File: config.mk
export PLATFORM = sky130hd
export DESIGN_NAME = uart_tx_channel
export DESIGN_NICKNAME = d
export VERILOG_FILES = /design/src/rtl/uart_tx_channel.sv
export SDC_FILE = /design/constraint.sdc
export NUM_CORES = 1
export LEC_CHECK = 0
export BUFFER_PORTS_ARGS = -buffer_cell sky130_fd_sc_hd__buf_4
export CORE_UTILIZATION = 30
export DETAILED_ROUTE_END_ITERATION = 16
export PLACE_DENSITY = 0.53
export SLEW_MARGIN = 20
export SYNTH_ARGS = -nofsm -noshare
export SYNTH_HDL_FRONTEND = slang
export SYNTH_SLANG_ARGS = --single-unit
File: constraint.sdc
create_clock -name CLK -period 4.5 [get_ports CLK]
set_clock_uncertainty 0.05 [all_clocks]
set_input_delay 1.125 -clock CLK [delete_from_list [all_inputs] [get_ports CLK]]
set_output_delay 1.125 -clock CLK [all_outputs]
set_load 0.1 [all_outputs]
File: src/rtl/uart_tx_channel.sv
// UART transmit channel: write-side FIFO feeding a start/data/[parity]/stop frame serialiser.
// Define UART_TX_PARITY_EN to insert a parity bit (odd/even per Parity_Odd) after the data bits.
module uart_tx_channel #(
    parameter int unsigned CLK_DIV    = 434,
    parameter int unsigned DATA_BITS  = 8,
    parameter int unsigned STOP_BITS  = 1,
    parameter int unsigned FIFO_DEPTH = 16
) (
    input  logic                          CLK,
    input  logic                          RST,
    input  logic                          Write_Req_Sig,
    input  logic [DATA_BITS-1:0]          FIFO_Write_Data,
    input  logic                          Parity_Odd,
    output logic                          Full_Sig,
    output logic [$clog2(FIFO_DEPTH):0]   Level,
    output logic                          Overflow_Sig,
    output logic                          Busy_Sig,
    output logic                          TX_Done_Sig,
    output logic                          TX_Pin_Out
);

    localparam int AW = $clog2(FIFO_DEPTH);
    localparam int LW = AW + 1;
    localparam int CW = $clog2(CLK_DIV);
    localparam int BW = $clog2(DATA_BITS);

    localparam logic [CW-1:0] BaudLast = CW'(CLK_DIV - 1);
    localparam logic [BW-1:0] DataLast = BW'(DATA_BITS - 1);
    localparam logic [BW-1:0] StopLast = BW'(STOP_BITS - 1);
    localparam logic [LW-1:0] DepthLvl = LW'(FIFO_DEPTH);

    typedef enum logic [2:0] {
        StIdle,
        StStart,
        StData,
`ifdef UART_TX_PARITY_EN
        StParity,
`endif
        StStop
    } state_e;

    // FIFO storage and bookkeeping
    logic [DATA_BITS-1:0] mem_q [FIFO_DEPTH];
    logic [AW-1:0]        wr_ptr_q, rd_ptr_q;
    logic [LW-1:0]        level_q, level_d;
    logic                 full_q, full_d;
    logic                 ovf_q;
    logic                 push, pop;

    // Serialiser state
    state_e               state_q, state_d;
    logic [CW-1:0]        baud_q, baud_d;
    logic [BW-1:0]        bit_q, bit_d;
    logic [DATA_BITS-1:0] shift_q, shift_d;
    logic                 baud_end;
    logic                 tx_q, tx_d;
    logic                 busy_q, busy_d;
    logic                 done_q, done_d;

`ifdef UART_TX_PARITY_EN
    logic                 parity_q, parity_d;
`else
    logic                 unused_parity_odd;
    assign unused_parity_odd = Parity_Odd;
`endif

    // Full is taken from the registered level, so a pop never frees a slot the same cycle.
    assign push     = Write_Req_Sig && !full_q;
    assign pop      = (state_q == StIdle) && (level_q != '0);
    assign baud_end = (baud_q == BaudLast);

    always_comb begin
        level_d = level_q;
        if (push && !pop) begin
            level_d = level_q + 1'b1;
        end else if (pop && !push) begin
            level_d = level_q - 1'b1;
        end
        full_d = (level_d == DepthLvl);
    end

    always_ff @(posedge CLK) begin
        if (push) begin
            mem_q[wr_ptr_q] <= FIFO_Write_Data;
        end
    end

    always_ff @(posedge CLK) begin
        if (RST) begin
            wr_ptr_q <= '0;
            rd_ptr_q <= '0;
            level_q  <= '0;
            full_q   <= 1'b0;
            ovf_q    <= 1'b0;
        end else begin
            if (push) wr_ptr_q <= wr_ptr_q + 1'b1;
            if (pop)  rd_ptr_q <= rd_ptr_q + 1'b1;
            level_q <= level_d;
            full_q  <= full_d;
            ovf_q   <= Write_Req_Sig && full_q;
        end
    end

    always_comb begin
        state_d = state_q;
        baud_d  = baud_q;
        bit_d   = bit_q;
        shift_d = shift_q;
`ifdef UART_TX_PARITY_EN
        parity_d = parity_q;
`endif
        case (state_q)
            StIdle: begin
                if (pop) begin
                    shift_d = mem_q[rd_ptr_q];
`ifdef UART_TX_PARITY_EN
                    parity_d = (^mem_q[rd_ptr_q]) ^ Parity_Odd;
`endif
                    baud_d  = '0;
                    bit_d   = '0;
                    state_d = StStart;
                end
            end
            StStart: begin
                if (baud_end) begin
                    baud_d  = '0;
                    state_d = StData;
                end else begin
                    baud_d = baud_q + 1'b1;
                end
            end
            StData: begin
                if (baud_end) begin
                    baud_d = '0;
                    if (bit_q == DataLast) begin
                        bit_d = '0;
`ifdef UART_TX_PARITY_EN
                        state_d = StParity;
`else
                        state_d = StStop;
`endif
                    end else begin
                        bit_d   = bit_q + 1'b1;
                        shift_d = shift_q >> 1;
                    end
                end else begin
                    baud_d = baud_q + 1'b1;
                end
            end
`ifdef UART_TX_PARITY_EN
            StParity: begin
                if (baud_end) begin
                    baud_d  = '0;
                    state_d = StStop;
                end else begin
                    baud_d = baud_q + 1'b1;
                end
            end
`endif
            StStop: begin
                if (baud_end) begin
                    baud_d = '0;
                    if (bit_q == StopLast) begin
                        bit_d   = '0;
                        state_d = StIdle;
                    end else begin
                        bit_d = bit_q + 1'b1;
                    end
                end else begin
                    baud_d = baud_q + 1'b1;
                end
            end
            default: state_d = StIdle;
        endcase
    end

    // Outputs are decoded from next state so the registered pins line up with the FSM.
    always_comb begin
        tx_d = 1'b1;
        case (state_d)
            StStart:  tx_d = 1'b0;
            StData:   tx_d = shift_d[0];
`ifdef UART_TX_PARITY_EN
            StParity: tx_d = parity_d;
`endif
            default:  tx_d = 1'b1;
        endcase
        busy_d = (state_d != StIdle);
        done_d = (state_d == StStop) && (baud_d == BaudLast) && (bit_d == StopLast);
    end

    always_ff @(posedge CLK) begin
        if (RST) begin
            state_q <= StIdle;
            baud_q  <= '0;
            bit_q   <= '0;
            shift_q <= '0;
            tx_q    <= 1'b1;
            busy_q  <= 1'b0;
            done_q  <= 1'b0;
`ifdef UART_TX_PARITY_EN
            parity_q <= 1'b0;
`endif
        end else begin
            state_q <= state_d;
            baud_q  <= baud_d;
            bit_q   <= bit_d;
            shift_q <= shift_d;
            tx_q    <= tx_d;
            busy_q  <= busy_d;
            done_q  <= done_d;
`ifdef UART_TX_PARITY_EN
            parity_q <= parity_d;
`endif
        end
    end

    assign Full_Sig     = full_q;
    assign Level        = level_q;
    assign Overflow_Sig = ovf_q;
    assign Busy_Sig     = busy_q;
    assign TX_Done_Sig  = done_q;
    assign TX_Pin_Out   = tx_q;

endmodule

Word level (Yosys, flattened, before mapping). Memories as Yosys holds them, arrays and structs flattened. A register that Yosys moved wholly into a read port is not among the register bits. Index checks and enable logic that the tools add are counted. W data, S select, Z words.

Reductions and logical operators: 18. Eq/ne operators: 13. Add/subtract/negate cells: 6. Muxes and demuxes: 27.

Operators with widths (number): $mux W3 (11); $mux W8 (3); $eq A9 B9 Y1 const B (2); $mux W9 (2); $pmux W9 S2 (1); $pmux W8 S2 (1); $eq A3 B2 Y1 const B (4); $pmux W3 S4 (1); $mux W5 (2); $add A9 B1 Y9 const B (1); $logic_not A3 Y1 (3); $pmux W3 S3 (1); $add A4 B1 Y4 const B (2); $mux W4 (2); $logic_and A1 B1 Y1 (7); $eq A3 B1 Y1 const B (2); $ne A2 B2 Y1 const B (3); $add A5 B1 Y5 const B (1); $eq A5 B5 Y1 const B (1); $reduce_bool A5 Y1 (1); $sub A5 B1 Y5 const B (1); $reduce_and A4 Y1 (1); $add A3 B1 Y3 const B (1); $eq A3 B3 Y1 const B (1); 6 further kinds (9).

Logic and storage cells: 78. Output and inout bits: 10. Memories: 1. Bits in registers: 41. RAM bits: 128.

Memories: mem_q (words 16, width 8, rd ports 1, clocked after Yosys merged registers in 1, write ports 1, RTL line 43) `logic [DATA_BITS-1:0] mem_q [FIFO_DEPTH];`.

Depth between registers and ports, before layout.
Depth after elaboration: 7. Depth in mapped cells: 9. Depth with buffers taken out: 8.

Least setup slack after synthesis. Ideal clock, no wire load.

Path type: flip-flop to flip-flop. Start point: register level_q[0] (netlist: Level[0]). End point: register full_q (netlist: Full_Sig). Arrival: 2696 ps. Required time: 4354 ps. Stages on the path, launching flop included: 9. Period minus slack after synthesis: 2842 ps. Path slack: 1658 ps. Path buffers: 0. Cell sequence: dfxtp_1 -> inv_1 -> ha_1 -> nor4b_4 -> o41ai_4 -> a2bb2oi_1 -> xor2_1 -> nand2_1 -> nor4b_1.

Cells in the longest elaborated chain, start to end: 6. Elaborated cells on any way between the ends: 10. Those cells by class: 2 x add/sub; 1 x eq/ne; 2 x mux; 5 x reduce/logical.

RTL lines: start, declared (RTL line 45) `logic [LW-1:0] level_q, level_d;`; start signal, assigned (RTL line 98) `level_q <= level_d;`; parallel branches: the longest is 4 deep, another holds $sub A5 B1 Y5; $mux W5 * (RTL line 74) `if (push && !pop) begin`; $eq A5 B5 Y1 * (RTL line 79) `full_d = (level_d == DepthLvl);`; end signal, assigned (RTL line 99) `full_q <= full_d;`; end, declared (RTL line 46) `logic full_q, full_d;`.

Mark *: on every way between the ends. A chain may end at the register's enable or synchronous reset.

==> impl_metrics.csv <==
group,metric,value,unit
status,status,"finished, final reports clean",
placement,place_area,7720,sq um
setup_path,criticalPathCategory,"reg2reg",
grt,grt_overflow,0,
logic_synthesis,syn_nets,502,
drt,drc,0,
setup_path,crit_end,"shift_q[7]",
power,leakage,2.67,nW
clocking,cts_setup_buffers,0,
drt,avgRoutedWirePerCell,18.0,microns
drt,viasPerCell,4.81,
job,drv_cap,0,
logic_synthesis,synth_top_flop_cell,"edfxtp_1",
grt,grt.total_usage,0.130,
timing,slew_headroom,0.384,
die,rows,56,
logic_synthesis,synth_area,7220,sq um
timing,hold_viol,0,
clocking,cts_root_buf,"clkbuf_16",
setup_path,rrSetupSlack,1.81,ns
die,coreArea,23500,sq um
die,die_w,157,microns
setup_path,cp.required,4.75,ns
drt,dr.pass1.iters,5,
clocking,cts_resized,0,
drt,ant_nets,0,
die,die_area,24700,sq um
min_path,hold_path.class,"reg2reg",
timing,period_needed,2.69,ns
timing,worst_pin_slew,0.923,ns
logic_synthesis,ys_types,55,
logic_synthesis,ys_warn_count,0,
timing,tns,0,ns
placement,io_buffers,20,
logic_synthesis,ys_seq_area_frac,0.657,
placement,place_hpwl,9.95,mm
clocking,htree_levels,4,
cells_and_area,stdcell_count,831,
setup_path,end_kind,"register",
logic_synthesis,async_reset_ff_frac,0,
die,die_y,157,microns
timing,fin_crit_sh,0.598,
logic_synthesis,synth_cells,477,
clocking,numCtsBuffers,17,
setup_path,cp.arrival,2.94,ns
cells_and_area,design_area,8310,sq um
setup_path,reg2reg_to,"shift_q[7]",
timing,rsz0062_at_grt,"false",
min_path,min_from,"Full_Sig",
die,top_level_ports,22,
timing,finalSetupViolations,0,
placement,routabilityCongestion,0.754,
timing,max_freq,371,MHz
clocking,cts_max_path_buffers,2,
die,initial_core_util,0.307,
drt,vias,3994,
drt,drt_iter0_markers,288,
power,total_power,4.28,mW
drt,routed_wirelength,14.9,mm
setup_path,crit_path_start_kind,"register",
setup_path,worstPathMaxFanout,21,
clocking,hold_buffers,0,
cells_and_area,drive_gt1_frac,0.217,
setup_path,r2r_cells,5,
grt,grt_max_degree,41,
logic_synthesis,ys_ff_latch,173,
power,power-per-cell-area,515,nW/um^2
power,worst_ir_drop_vdd,0.247,mV
cells_and_area,area_growth,15.1,%
grt,grt_antenna_before_repair,0,
grt,grt_pass1_wl,23.1,mm
clocking,clock-sinks,173,
cells_and_area,final_nets,524,
logic_synthesis,synth.avg_cell_area,15.1,sq um
cells_and_area,antenna_cells,0,
clocking,cts.clk_slew.worst_paths,0.07,ns
grt,grt_pass1_vias,4031,
timing,slew_violations,0,
placement,dp.cells,799,
clocking,insertion_delay,0.43,ns
clocking,cts_tree,"built",
logic_synthesis,synth_edf_count,128,
==> cells by family (layout without fill, tap and decap cells) <==
| family | after synthesis | count (layout) | synth area share |
|---|---|---|---|
| AO/OA/AOI/OAI | 59 | 59 | 0.0558 |
| XOR/XNOR | 11 | 11 | 0.0133 |
| adder cells (fa/ha/maj) | 13 | 13 | 0.0225 |
| buffers and inverters | 34 | 69 | 0.0218 |
| flip-flops | 173 | 173 | 0.657 |
| multiplexers | 45 | 45 | 0.129 |
| other | 1 | 1 | 0.000519 |
| AND/OR/NAND/NOR | 141 | 141 | 0.100 |
==> routing by layer <==
metal	global-route usage	up-vias	wire length (microns)	part of all wire
li1	-	1880	-	-
met1	0.163	2001	6480	0.43
met2	0.218	99	7490	0.50
met3	0.0311	14	751	0.050
met4	0.0481	0	193	0.013
met5	0	-	0	0
==> area by class of cell <==
| class | count | area (sq um) |
|---|---|---|
| Fill cell | 2276 | 15200 |
| Clock inverter | 15 | 163 |
| Sequential cell | 173 | 4750 |
| Timing Repair Buffer | 29 | 218 |
| Clock buffer | 17 | 425 |
| Inverter | 8 | 30.0 |
| Tap cell | 319 | 399 |
| Multi-Input combinational cell | 270 | 2330 |
==> synth_stat cells, types with 4 or more instances <==
| cell type | count | area (sq um) |
|---|---|---|
| edfxtp_1 | 128 | 3840 |
| nor2_1 | 53 | 199 |
| dfxtp_1 | 45 | 901 |
| mux4_2 | 38 | 856 |
| nand2_1 | 34 | 128 |
| a21oi_1 | 18 | 90.1 |
| clkbuf_1 | 13 | 48.8 |
| ha_1 | 13 | 163 |
| nor3_1 | 10 | 50.1 |
| buf_2 | 9 | 45.0 |
| inv_1 | 8 | 30.0 |
| a22oi_1 | 7 | 52.6 |
| o21ai_0 | 7 | 35.0 |
| nand2b_1 | 6 | 37.5 |
| nand3_1 | 6 | 30.0 |
| xor2_1 | 6 | 52.6 |
| mux2i_1 | 5 | 50.1 |
| xnor2_1 | 5 | 43.8 |
| a31oi_1 | 4 | 25.0 |
| nand4_1 | 4 | 25.0 |
| nor4_1 | 4 | 25.0 |
==> worst max-delay path: stages (launching register included) <==
cell and delay, ns:
dfxtp_2 0.82, buf_4 0.40, mux4_2 0.59, mux4_2 0.49, a21oi_1 0.15, nor2_1 0.05
==> report_power, final <==
part / leakage [nW] / switching (mW) / internal [mW] / total (mW)
Combinational: 0.862 / 0.524 / 0.366 / 0.891
Sequential: 1.52 / 0.122 / 1.80 / 1.92
Clock: 0.286 / 0.677 / 0.793 / 1.47
==> through the flow <==
stage | setup WS [ns] | util | hold WS [ns]
2_1_floorplan | 1.66 | - | 0.432
3_3_place_gp | 1.66 | 0.328 | 0.458
3_5_place_dp | 1.64 | 0.328 | 0.459
4_1_cts | 1.73 | 0.353 | 0.471
5_1_grt | 1.62 | 0.353 | 0.522
6_report | 1.81 | 0.353 | 0.465
==> cells in the final DEF (no fill, tap or decap), types with 4 or more instances in the layout <==
| master | n |
|---|---|
| nor2_1 | 53 |
| buf_4 | 29 |
| a31oi_1 | 4 |
| a22oi_1 | 7 |
| mux2i_1 | 5 |
| nand4_1 | 4 |
| nand3_1 | 6 |
| o21ai_0 | 7 |
| edfxtp_1 | 128 |
| nand2_1 | 34 |
| xnor2_1 | 5 |
| xor2_1 | 6 |
| a21oi_1 | 18 |
| nor3_1 | 10 |
| inv_1 | 8 |
| ha_1 | 13 |
| dfxtp_1 | 44 |
| nand2b_1 | 6 |
| nor4_1 | 4 |
| inv_8 | 7 |
| mux4_2 | 38 |
| clkbuf_16 | 17 |
==> how the worst min path moves through the flow <==
stage                   endpoint  slack (ns)  depth (start not counted)
finish              Overflow_Sig        0.46                          2
global route        Overflow_Sig        0.52                          2
CTS                  wr_ptr_q[1]        0.47                          2
detailed placement  Overflow_Sig        0.46                          2
global placement     wr_ptr_q[1]        0.46                          2
floorplan            wr_ptr_q[1]        0.43                          2
==> flip-flops by register name, summed over array words and instances, names as in the netlist, 3 cells and up, named ones only <==
register,cells
Level,5
shift_q,8
rd_ptr_q,4
state_q,3
baud_q,9
bit_q,3
mem_q,128
wr_ptr_q,4
(Power assumes the default switching activity.)
